**config.mk**
```make
export PLATFORM = sky130hd
export DESIGN_NAME = cluster_update_scheduler_flat
export DESIGN_NICKNAME = d
export VERILOG_FILES = /design/src/rtl/gpu_pkg.sv /design/src/rtl/cluster_update_scheduler_if.sv /design/src/rtl/sync_fifo.sv /design/src/rtl/cluster_update_scheduler.sv /design/src/flat_wrapper.sv
export SDC_FILE = /design/constraint.sdc
export NUM_CORES = 1
export LEC_CHECK = 0
export ABC_AREA = 1
export CAP_MARGIN = 15
export CORE_ASPECT_RATIO = 0.75
export CORE_MARGIN = 10
export CORE_UTILIZATION = 61
export DETAILED_ROUTE_END_ITERATION = 8
export HOLD_SLACK_MARGIN = 0.02
export PLACE_DENSITY = 0.87
export SETUP_SLACK_MARGIN = 0.4
export SLEW_MARGIN = 0
export SYNTH_ARGS = -nofsm -noshare
export SYNTH_HDL_FRONTEND = slang
export SYNTH_SLANG_ARGS = --single-unit
```
**constraint.sdc**
```tcl
create_clock -name clk -period 3.71 [get_ports clk]
set_input_delay 0.742 -clock clk [delete_from_list [all_inputs] [get_ports clk]]
set_output_delay 0.742 -clock clk [all_outputs]
set_load 0.02 [all_outputs]
```
**src/rtl/gpu_pkg.sv**
```systemverilog
// -----------------------------------------------------------------------------
// gpu_pkg
//   Shared types and constants for the GPU sprite-cluster path.
//   Ports: none (package).
//   Contents:
//     GPU_ADDR_WIDTH / GPU_INT_WIDTH   cluster write bus widths
//     CLUSTER_SIZE                     sprites per cluster (6 position words each)
//     TEXTURE_WIDTH / TEXTURE_HEIGHT   texture RAM geometry in texels
//     SCHED_FIFO_DEPTH                 default buffering of the update scheduler
//     cluster_wr_t                     one buffered cluster write {addr, data, last}
//     sched_state_t                    update scheduler FSM states
// -----------------------------------------------------------------------------
package gpu_pkg;

  localparam int GPU_ADDR_WIDTH   = 16;
  localparam int GPU_INT_WIDTH    = 16;
  localparam int CLUSTER_SIZE     = 10;
  localparam int TEXTURE_WIDTH    = 64;
  localparam int TEXTURE_HEIGHT   = 64;
  localparam int SCHED_FIFO_DEPTH = 16;

  typedef struct packed {
    logic [GPU_ADDR_WIDTH-1:0] addr;
    logic [GPU_INT_WIDTH-1:0]  data;
    logic                      last;
  } cluster_wr_t;

  typedef enum logic {
    SCHED_IDLE,
    SCHED_DRAIN
  } sched_state_t;

endpackage

```
**src/rtl/cluster_update_scheduler_if.sv**
```systemverilog
// -----------------------------------------------------------------------------
// cluster_update_scheduler_if
//   CPU-side write-entry handshake into the cluster update scheduler.
//   Signals:
//     in_valid  CPU write entry valid
//     in_ready  entry accepted when in_valid && in_ready
//     in_addr   cluster address (position words first, then texture)
//     in_data   write data
//     in_last   entry closes the current batch
//   Modports:
//     master    CPU / register bridge side (drives the entry)
//     slave     scheduler side (drives in_ready)
// -----------------------------------------------------------------------------
interface cluster_update_scheduler_if #(
  parameter int ADDR_WIDTH = gpu_pkg::GPU_ADDR_WIDTH,
  parameter int INT_WIDTH  = gpu_pkg::GPU_INT_WIDTH
);

  logic                  in_valid;
  logic                  in_ready;
  logic [ADDR_WIDTH-1:0] in_addr;
  logic [INT_WIDTH-1:0]  in_data;
  logic                  in_last;

  modport master (
    output in_valid,
    output in_addr,
    output in_data,
    output in_last,
    input  in_ready
  );

  modport slave (
    input  in_valid,
    input  in_addr,
    input  in_data,
    input  in_last,
    output in_ready
  );

endinterface

```
**src/rtl/sync_fifo.sv**
```systemverilog
// -----------------------------------------------------------------------------
// sync_fifo
//   Single-clock show-ahead FIFO with synchronous active-high reset.
//   Ports:
//     clk       clock
//     rst       synchronous reset, active-high (empties the FIFO)
//     push_i    write wdata_i (ignored when full)
//     pop_i     discard the head entry (ignored when empty)
//     wdata_i   entry to write
//     rdata_o   head entry, valid whenever empty_o is low
//     count_o   number of stored entries (0..DEPTH)
//     full_o    count_o == DEPTH
//     empty_o   count_o == 0
// -----------------------------------------------------------------------------
module sync_fifo #(
  parameter int WIDTH = 8,
  parameter int DEPTH = 16,
  localparam int PW   = $clog2(DEPTH),
  localparam int CW   = PW + 1
) (
  input  logic             clk,
  input  logic             rst,
  input  logic             push_i,
  input  logic             pop_i,
  input  logic [WIDTH-1:0] wdata_i,
  output logic [WIDTH-1:0] rdata_o,
  output logic [CW-1:0]    count_o,
  output logic             full_o,
  output logic             empty_o
);

  logic [WIDTH-1:0] mem_q [DEPTH];
  logic [PW-1:0]    wrPtr_q;
  logic [PW-1:0]    rdPtr_q;
  logic [CW-1:0]    count_q;
  logic             pushEn;
  logic             popEn;

  // Guard the raw requests so a misbehaving caller can never corrupt the count.
  assign pushEn  = push_i && !full_o;
  assign popEn   = pop_i && !empty_o;
  assign full_o  = (count_q == CW'(DEPTH));
  assign empty_o = (count_q == '0);
  assign count_o = count_q;
  assign rdata_o = mem_q[rdPtr_q];

  // Storage array: no reset needed, the pointers decide what is valid.
  always_ff @(posedge clk) begin
    if (pushEn) begin
      mem_q[wrPtr_q] <= wdata_i;
    end
  end

  // Pointers wrap naturally at a power-of-two depth; the count is one bit wider
  // so that full and empty stay distinguishable.
  always_ff @(posedge clk) begin
    if (rst) begin
      wrPtr_q <= '0;
      rdPtr_q <= '0;
      count_q <= '0;
    end else begin
      if (pushEn) begin
        wrPtr_q <= wrPtr_q + PW'(1);
      end
      if (popEn) begin
        rdPtr_q <= rdPtr_q + PW'(1);
      end
      case ({pushEn, popEn})
        2'b10:   count_q <= count_q + CW'(1);
        2'b01:   count_q <= count_q - CW'(1);
        default: count_q <= count_q;
      endcase
    end
  end

endmodule

```
**src/rtl/cluster_update_scheduler.sv**
```systemverilog
// -----------------------------------------------------------------------------
// cluster_update_scheduler
//   Buffers sprite-register and texture writes from the CPU bus and replays them
//   into the sprite cluster's single write port only during vertical blanking.
//   Writes are grouped into batches closed by in_last; a batch is always drained
//   as one uninterrupted burst so a sprite never changes mid-frame.
//   Ports:
//     clk              clock
//     rst              synchronous reset, active-high
//     wr               CPU write-entry handshake (slave modport)
//     vblank           high during vertical blanking
//     waddr / wdata    cluster write address / data (registered)
//     wen              cluster write enable (registered, one pulse per entry)
//     busy             high while a batch is being drained
//     batches_pending  complete batches currently held in the FIFO
//     err_dropped      sticky: an out-of-range entry was discarded
//     err_forced       sticky: a full FIFO without a last forced a batch close
// -----------------------------------------------------------------------------
module cluster_update_scheduler #(
  parameter int ADDR_WIDTH     = gpu_pkg::GPU_ADDR_WIDTH,
  parameter int INT_WIDTH      = gpu_pkg::GPU_INT_WIDTH,
  parameter int CLUSTER_SIZE   = gpu_pkg::CLUSTER_SIZE,
  parameter int TEXTURE_WIDTH  = gpu_pkg::TEXTURE_WIDTH,
  parameter int TEXTURE_HEIGHT = gpu_pkg::TEXTURE_HEIGHT,
  parameter int FIFO_DEPTH     = gpu_pkg::SCHED_FIFO_DEPTH
) (
  input  logic                          clk,
  input  logic                          rst,
  cluster_update_scheduler_if.slave     wr,
  input  logic                          vblank,
  output logic [ADDR_WIDTH-1:0]         waddr,
  output logic [INT_WIDTH-1:0]          wdata,
  output logic                          wen,
  output logic                          busy,
  output logic [$clog2(FIFO_DEPTH):0]   batches_pending,
  output logic                          err_dropped,
  output logic                          err_forced
);

  import gpu_pkg::*;

  localparam int CW = $clog2(FIFO_DEPTH) + 1;

  // One past the highest valid cluster address; one bit wider than the bus so
  // the sum of position and texture words can never wrap.
  localparam logic [ADDR_WIDTH:0] ADDR_LIMIT =
    (ADDR_WIDTH + 1)'(CLUSTER_SIZE * 6 + TEXTURE_WIDTH * TEXTURE_HEIGHT);

  sched_state_t          state_q;
  logic [ADDR_WIDTH-1:0] waddr_q;
  logic [INT_WIDTH-1:0]  wdata_q;
  logic                  wen_q;
  logic [CW-1:0]         pending_q;
  logic [CW-1:0]         pending_d;
  logic                  errDropped_q;
  logic                  errForced_q;

  cluster_wr_t           pushEntry;
  cluster_wr_t           popEntry;
  logic [CW-1:0]         fifoCount;
  logic                  fifoFull;
  logic                  fifoEmpty;
  logic                  pushFire;
  logic                  popFire;
  logic                  forceLast;
  logic                  popInRange;

  assign wr.in_ready = !fifoFull;
  assign pushFire    = wr.in_valid && !fifoFull;
  assign popFire     = (state_q == SCHED_DRAIN) && !fifoEmpty;

  // A push that fills the FIFO while no complete batch is stored would leave
  // the drain side waiting for a last that can never arrive, so that entry is
  // closed as a batch on the CPU's behalf. A same-cycle pop keeps the FIFO
  // from filling, hence the !popFire term.
  assign forceLast = pushFire && !wr.in_last && (pending_q == '0) &&
                     (fifoCount == CW'(FIFO_DEPTH - 1)) && !popFire;

  assign pushEntry  = '{addr: wr.in_addr, data: wr.in_data, last: wr.in_last || forceLast};
  assign popInRange = ({1'b0, popEntry.addr} < ADDR_LIMIT);

  sync_fifo #(
    .WIDTH ($bits(cluster_wr_t)),
    .DEPTH (FIFO_DEPTH)
  ) u_fifo (
    .clk     (clk),
    .rst     (rst),
    .push_i  (pushFire),
    .pop_i   (popFire),
    .wdata_i (pushEntry),
    .rdata_o (popEntry),
    .count_o (fifoCount),
    .full_o  (fifoFull),
    .empty_o (fifoEmpty)
  );

  // Batch counter: a stored last opens a complete batch, a popped last retires
  // one; both in the same cycle cancel out.
  always_comb begin
    pending_d = pending_q;
    case ({pushFire && pushEntry.last, popFire && popEntry.last})
      2'b10:   pending_d = pending_q + CW'(1);
      2'b01:   pending_d = pending_q - CW'(1);
      default: pending_d = pending_q;
    endcase
  end

  // Scheduler FSM with its registered write port and sticky error flags.
  // IDLE only launches a batch inside vblank; DRAIN pops one entry per cycle
  // and ignores vblank until the batch's last entry has been replayed.
  // Out-of-range entries still update waddr/wdata but never raise wen.
  always_ff @(posedge clk) begin
    if (rst) begin
      state_q      <= SCHED_IDLE;
      waddr_q      <= '0;
      wdata_q      <= '0;
      wen_q        <= 1'b0;
      pending_q    <= '0;
      errDropped_q <= 1'b0;
      errForced_q  <= 1'b0;
    end else begin
      pending_q <= pending_d;
      wen_q     <= 1'b0;
      if (forceLast) begin
        errForced_q <= 1'b1;
      end
      case (state_q)
        SCHED_IDLE: begin
          if (vblank && (pending_q != '0)) begin
            state_q <= SCHED_DRAIN;
          end
        end
        SCHED_DRAIN: begin
          if (popFire) begin
            waddr_q <= popEntry.addr;
            wdata_q <= popEntry.data;
            wen_q   <= popInRange;
            if (!popInRange) begin
              errDropped_q <= 1'b1;
            end
            if (popEntry.last) begin
              state_q <= SCHED_IDLE;
            end
          end
        end
      endcase
    end
  end

  assign waddr           = waddr_q;
  assign wdata           = wdata_q;
  assign wen             = wen_q;
  assign busy            = (state_q == SCHED_DRAIN);
  assign batches_pending = pending_q;
  assign err_dropped     = errDropped_q;
  assign err_forced      = errForced_q;

endmodule

```
**src/flat_wrapper.sv**
```systemverilog
// flat-port wrapper written by rule: the top's interface ports become plain ports
module cluster_update_scheduler_flat import gpu_pkg::*;
#(
  parameter int ADDR_WIDTH     = gpu_pkg::GPU_ADDR_WIDTH,
  parameter int INT_WIDTH      = gpu_pkg::GPU_INT_WIDTH,
  parameter int CLUSTER_SIZE   = gpu_pkg::CLUSTER_SIZE,
  parameter int TEXTURE_WIDTH  = gpu_pkg::TEXTURE_WIDTH,
  parameter int TEXTURE_HEIGHT = gpu_pkg::TEXTURE_HEIGHT,
  parameter int FIFO_DEPTH     = gpu_pkg::SCHED_FIFO_DEPTH
)
  (clk, rst, vblank, waddr, wdata, wen, busy, batches_pending, err_dropped, err_forced, wr_in_valid, wr_in_addr, wr_in_data, wr_in_last, wr_in_ready);
  cluster_update_scheduler_if #(.ADDR_WIDTH(ADDR_WIDTH), .INT_WIDTH(INT_WIDTH)) wr_i ();
  input  logic clk;
  input  logic rst;
  input  logic vblank;
  output logic [ADDR_WIDTH-1:0] waddr;
  output logic [INT_WIDTH-1:0] wdata;
  output logic wen;
  output logic busy;
  output logic [$clog2(FIFO_DEPTH):0] batches_pending;
  output logic err_dropped;
  output logic err_forced;
  input wire logic [$bits(wr_i.in_valid)-1:0] wr_in_valid;
  input wire logic [$bits(wr_i.in_addr)-1:0] wr_in_addr;
  input wire logic [$bits(wr_i.in_data)-1:0] wr_in_data;
  input wire logic [$bits(wr_i.in_last)-1:0] wr_in_last;
  output wire logic [$bits(wr_i.in_ready)-1:0] wr_in_ready;
  assign wr_i.in_valid = wr_in_valid;
  assign wr_i.in_addr = wr_in_addr;
  assign wr_i.in_data = wr_in_data;
  assign wr_i.in_last = wr_in_last;
  assign wr_in_ready = wr_i.in_ready;
  cluster_update_scheduler #(.ADDR_WIDTH(ADDR_WIDTH), .INT_WIDTH(INT_WIDTH), .CLUSTER_SIZE(CLUSTER_SIZE), .TEXTURE_WIDTH(TEXTURE_WIDTH), .TEXTURE_HEIGHT(TEXTURE_HEIGHT), .FIFO_DEPTH(FIFO_DEPTH)) u_core (.clk(clk), .rst(rst), .wr(wr_i), .vblank(vblank), .waddr(waddr), .wdata(wdata), .wen(wen), .busy(busy), .batches_pending(batches_pending), .err_dropped(err_dropped), .err_forced(err_forced));
endmodule
```
Word level (Yosys, flattened, before mapping). Memories as Yosys holds them, arrays and structs flattened. A register that Yosys moved wholly into a read port is not among the register bits. Cells that the tools add are included.

Multiplexer cells: 10. Add/subtract/negate cells: 6. Bitwise logic cells: 3. Reductions and logical operators: 24. Equal/unequal tests: 6. $lt $le $gt $ge: 1.

Operator list (number): 5-bit case mux with 2 select lines (2); 16-bit by 13-bit less-than comparator with 1-bit output (second input constant) (1); 1-bit logical AND (11); 5-bit by 1-bit adder with 5-bit output (second input constant) (2); 5-bit zero test (2); 5-bit by 1-bit subtractor with 5-bit output (second input constant) (2); 4-bit by 1-bit adder with 4-bit output (second input constant) (2); 4-bit 2-to-1 mux (2); 5-bit by 4-bit equality test with 1-bit output (second input constant) (1); 5-bit equality test (second input constant) (1); 1-bit 2-to-1 mux (5); 5-bit nonzero test (1); 2-bit by 1-bit equality test with 1-bit output (second input constant) (2); 2-bit equality test (second input constant) (2); 1-bit zero test (4); 2-bit nonzero test (2); 1-bit NOT (3); 3-bit AND reduction (1); 3-bit OR reduction (1); 1-bit case mux with 2 select lines (1); 2-bit AND reduction (1); 1-bit logical OR (1).

Word-level logic and storage cells: 61. Memories: 1. Register bits after elaboration: 54. Output and inout bits: 42. Bits of input ports: 37. Bits in writable memories: 528.

Memories: u_core.u_fifo.mem_q (words 16, bits a word 33, rd ports 1, clocked after memory_dff 1, write ports 1, RTL line sync_fifo.sv:32) `logic [WIDTH-1:0] mem_q [DEPTH];`.

Logic depth before layout (Yosys ltp).
Depth after elaboration: 11. Mapped depth: 19. Mapped depth without buffers: 18.

Modules after synthesis. A second synthesis with hierarchy kept.

Cell total of the unflattened synthesis: 1762. Area, all modules: 23791.6 um^2.

Modules (own cells, without submodules): sync_fifo (instances 1, area an instance 22052.4 um^2, cells each 1522, sequential area each 16195.5 um^2); cluster_update_scheduler (instances 1, area an instance 1739.2 um^2, cells each 240, sequential area each 820.8 um^2).

Worst setup path before layout. Ideal clock, no wire load.

Path type: input to register. Start point: in wr_in_valid. End point: mem u_core.u_fifo.mem_q[11][0] (netlist bit), enable pin. Arrival time: 2538 ps. Path slack: 749 ps. Stages on the path: 4. Library setup time: 423 ps. Buffers on the path: 0. Data required time: 3287 ps. Cell sequence: nand2_1 inv_1 nand2_1 nor2_1.

Cells in the longest elaborated chain, start to end: 4.

RTL lines: start, declared (RTL line flat_wrapper.sv:23) `input wire logic [$bits(wr_i.in_valid)-1:0] wr_in_valid;`; 1-bit logical AND (RTL line cluster_update_scheduler.sv:69) `assign pushFire = wr.in_valid && !fifoFull;`; 1-bit logical AND (RTL line sync_fifo.sv:40) `assign pushEn = push_i && !full_o;`; 1-bit 2-to-1 mux (RTL line sync_fifo.sv:49) `if (pushEn) begin`; 1-bit 2-to-1 mux (implied by the code) (RTL line sync_fifo.sv:50) `mem_q[wrPtr_q] <= wdata_i;`; end, declared (RTL line sync_fifo.sv:32).

No other way between the ends.

==> impl_metrics.py <==
metrics = {
    "run_status": {
        "status": "finished, final reports clean",
    },
    "synthesis": {
        "synth_top_area_share_pct": 67.3,
        "synth_top_area_cell": "edfxtp_1",
        "yosysWarnings": 0,
        "async_flop_share_pct": 0,
        "syn-cell-area_um2": 23600,
        "synth_enable_flop_cells": 528,
        "synth-seq-cells": 586,
        "syn-num-nets": 2054,
        "ys_top_cells_by_count": "528 x edfxtp_1, 367 x nor2_1, 257 x nand2_1",
        "ys_dominant_reg_cell": "edfxtp_1",
        "synth.area.top_cells": "edfxtp_1 67%, nor2_1 5.8%, o21ai_0 5.0%",
        "ys_types": 31,
        "yosysMostFrequentCell": "edfxtp_1",
        "synth_cells": 2002,
        "seq_area_frac_synth_pct": 72.2,
        "avgSynthCellArea_um2": 11.8,
    },
    "run": {
        "max_cap_viol_count": 0,
    },
    "sta": {
        "relSlewSlack_pct": 21.5,
        "setup_viol": 0,
        "hold_viol": 0,
        "tightestPinTransition_ps": 1180,
        "fmax_mhz": 334,
        "fin_skew_ps": 22.6,
        "period_needed_ps": 2990,
        "tns_ps": 0,
        "period_share_pct": 80.7,
        "rsz0062_at_grt": "no",
        "finalMaxSlewViolations": 0,
    },
    "clock_tree": {
        "htree_levels": 2,
        "cts_buffers": 52,
        "clk_pin_slew_ps": 70,
        "cts_tree": "built",
        "insertion_delay_ps": 600,
        "postCtsSetupBuffers": 0,
        "ctsRootBufferMaster": "clkbuf_16",
        "clock_path_buffers": 3,
        "cts.sinks": 586,
    },
    "power_and_ir_drop": {
        "power.leakage_nw": 9.52,
        "power_density_nw_per_um2": 625,
        "ir_drop_uv": 435,
    },
    "grt": {
        "grt_max_degree": 231,
        "grt_pass1_wl_um": 89900,
        "grt_remaining_overflow": 0,
        "grt_pass1_vias": 15600,
        "antenna_found_initial": 1,
        "track_usage_pct": 24.7,
    },
    "place": {
        "dp_hpwl_um": 32500,
        "gp_congestion": 0.853,
        "portBuffers": 78,
    },
    "drt": {
        "drt-initial-drc-count": 3000,
        "wl_per_cell_um": 22.7,
        "antenna_left": 0,
        "num_vias": 16400,
        "drc": 0,
        "drt_wl_total_um": 59300,
        "avgViaCountPerCell": 6.27,
        "firstDrtPassIters": 7,
    },
    "setup_path": {
        "crit_arrival_ps": 3510,
        "required_ps": 4230,
        "cp-start-kind": "register",
        "cpMostUsedCell": "buf_4",
        "cp_slowest_cell": "buf_4",
        "worstSetupEndpointType": "register",
        "cp_top_family": "buffers and inverters",
        "crit_type": "reg -> reg",
        "cp_num_buf_inv": 4,
        "crit_chain": "inv_8 > buf_4 > buf_4 > o21ai_0 > o211ai_1 > nand3_1 > nand2_1 > o221ai_1 > inv_1",
        "crit_fanout": 79,
        "crit_path_max_incr_delay_ps": 690,
    },
    "cells_and_area": {
        "num-nets-final": 2105,
        "drive_gt1_share_pct": 6.49,
        "multiInputGateArea_um2": 5540,
        "utilization_pct": 69.2,
        "fillerInstances": 2296,
        "register_area_um2": 17000,
        "syn_to_final_growth_pct": 12.4,
    },
    "floorplan": {
        "dieArea_um2": 47000,
        "die_h_um": 190,
        "die_x_um": 247,
        "initial_utilization_pct": 61.6,
        "coreArea_um2": 38200,
        "rows": 62,
        "io_pins": 79,
    },
    "worst_hold_path": {
        "hold_path.class": "reg -> reg",
    },
}
-- state kept, by name, indices dropped and copies added, names as in the netlist, 4 cells and up, named ones only --
signal                  count
u_core.u_fifo.mem_q       528
u_core.waddr               16
u_core.wdata               16
u_core.batches_pending      5
u_core.u_fifo.count_o       5
u_core.u_fifo.rdPtr_q       4
u_core.u_fifo.wrPtr_q       4
-- worst min-delay path, cell delays in order (launching register included) --
cell,delay [ps]
dfxtp_1,310
nand2_1,70
nand2_1,50
-- cells by family (layout without fill, tap and decap cells) --
logic type,after synthesis,count (layout),share of synthesized area [%]
adder cells (fa/ha/maj),15,15,0.860
flip-flops,586,586,72.2
AO/OA/AOI/OAI,404,404,9.43
XOR/XNOR,5,5,0.186
AND/OR/NAND/NOR,744,744,12.5
other,0,1,0
buffers and inverters,248,342,4.78
-- placed cells by master (no fill, tap or decap), types with 20 or more instances in the layout --
cell type	n
o211ai_1	29
o21ai_1	31
clkbuf_16	53
nand2_1	257
buf_4	36
nand3_1	113
clkdlybuf4s50_1	78
nor2_1	351
o22ai_1	71
inv_1	124
a21oi_1	20
dfxtp_1	55
edfxtp_1	528
o21ai_0	237
-- through the flow --
step	hold slack [ps]	total power [W]	setup slack (ps)	instances	cell area [um^2]
final	475	0.0165	717	2609	26500
after global routing	492	0.0171	398	2609	26500
after CTS	476	0.0165	627	2608	26500
after detailed placement	463	0.0111	433	2511	24800
after global placement	446	0.0110	467	2511	24800
after floorplan	447	0.0101	749	2002	23600
-- final timing paths --
kind	start	endpoint	slack, ps	depth (start not counted)
setup / recovery	register	u_core.wdata[10]$_SDFFE_PP0P_	720	9
hold / removal	u_core.err_dropped$_SDFFE_PP0P_	u_core.err_dropped$_SDFFE_PP0P_	470	2
setup reg to reg	register	u_core.wdata[10]$_SDFFE_PP0P_	720	9
hold reg to reg	u_core.err_dropped$_SDFFE_PP0P_	u_core.err_dropped$_SDFFE_PP0P_	470	2
-- metal layers --
layer | vias up | track usage [%] | wire length [um]
li1 | 7127 | - | -
met1 | 7721 | 33.2 | 21500
met2 | 1335 | 38.3 | 27500
met3 | 182 | 6.45 | 8380
met4 | 0 | 9.25 | 1850
met5 | - | 0 | 0
-- power by group --
part	total [W]	switching, W	internal (W)	leakage [nW]
Clock	0.00538	0.00234	0.00304	0.818
Sequential	0.00761	0.000162	0.00745	5.25
Combinational	0.00355	0.00246	0.00110	3.46
Total	0.0165	0.00496	0.0116	9.52
-- timing repair --
item | 4_1_cts | 5_1_grt
setup endpoints to repair | 0 | 1
resized for setup | 0 | 4
hold buffers | 0 | 0
endpoints found under the hold margin | 0 | 0
-- layout make-up --
type	count	area share, %
diodes	1	0.00945
repair buffers	116	4.12
inverters	129	1.88
well taps	512	2.42
clock inverters	27	0.992
multi-input cells	1168	20.9
flip-flops and latches	586	64.3
clock buffers	70	5.36
Power figures use the tool's default switching activity.
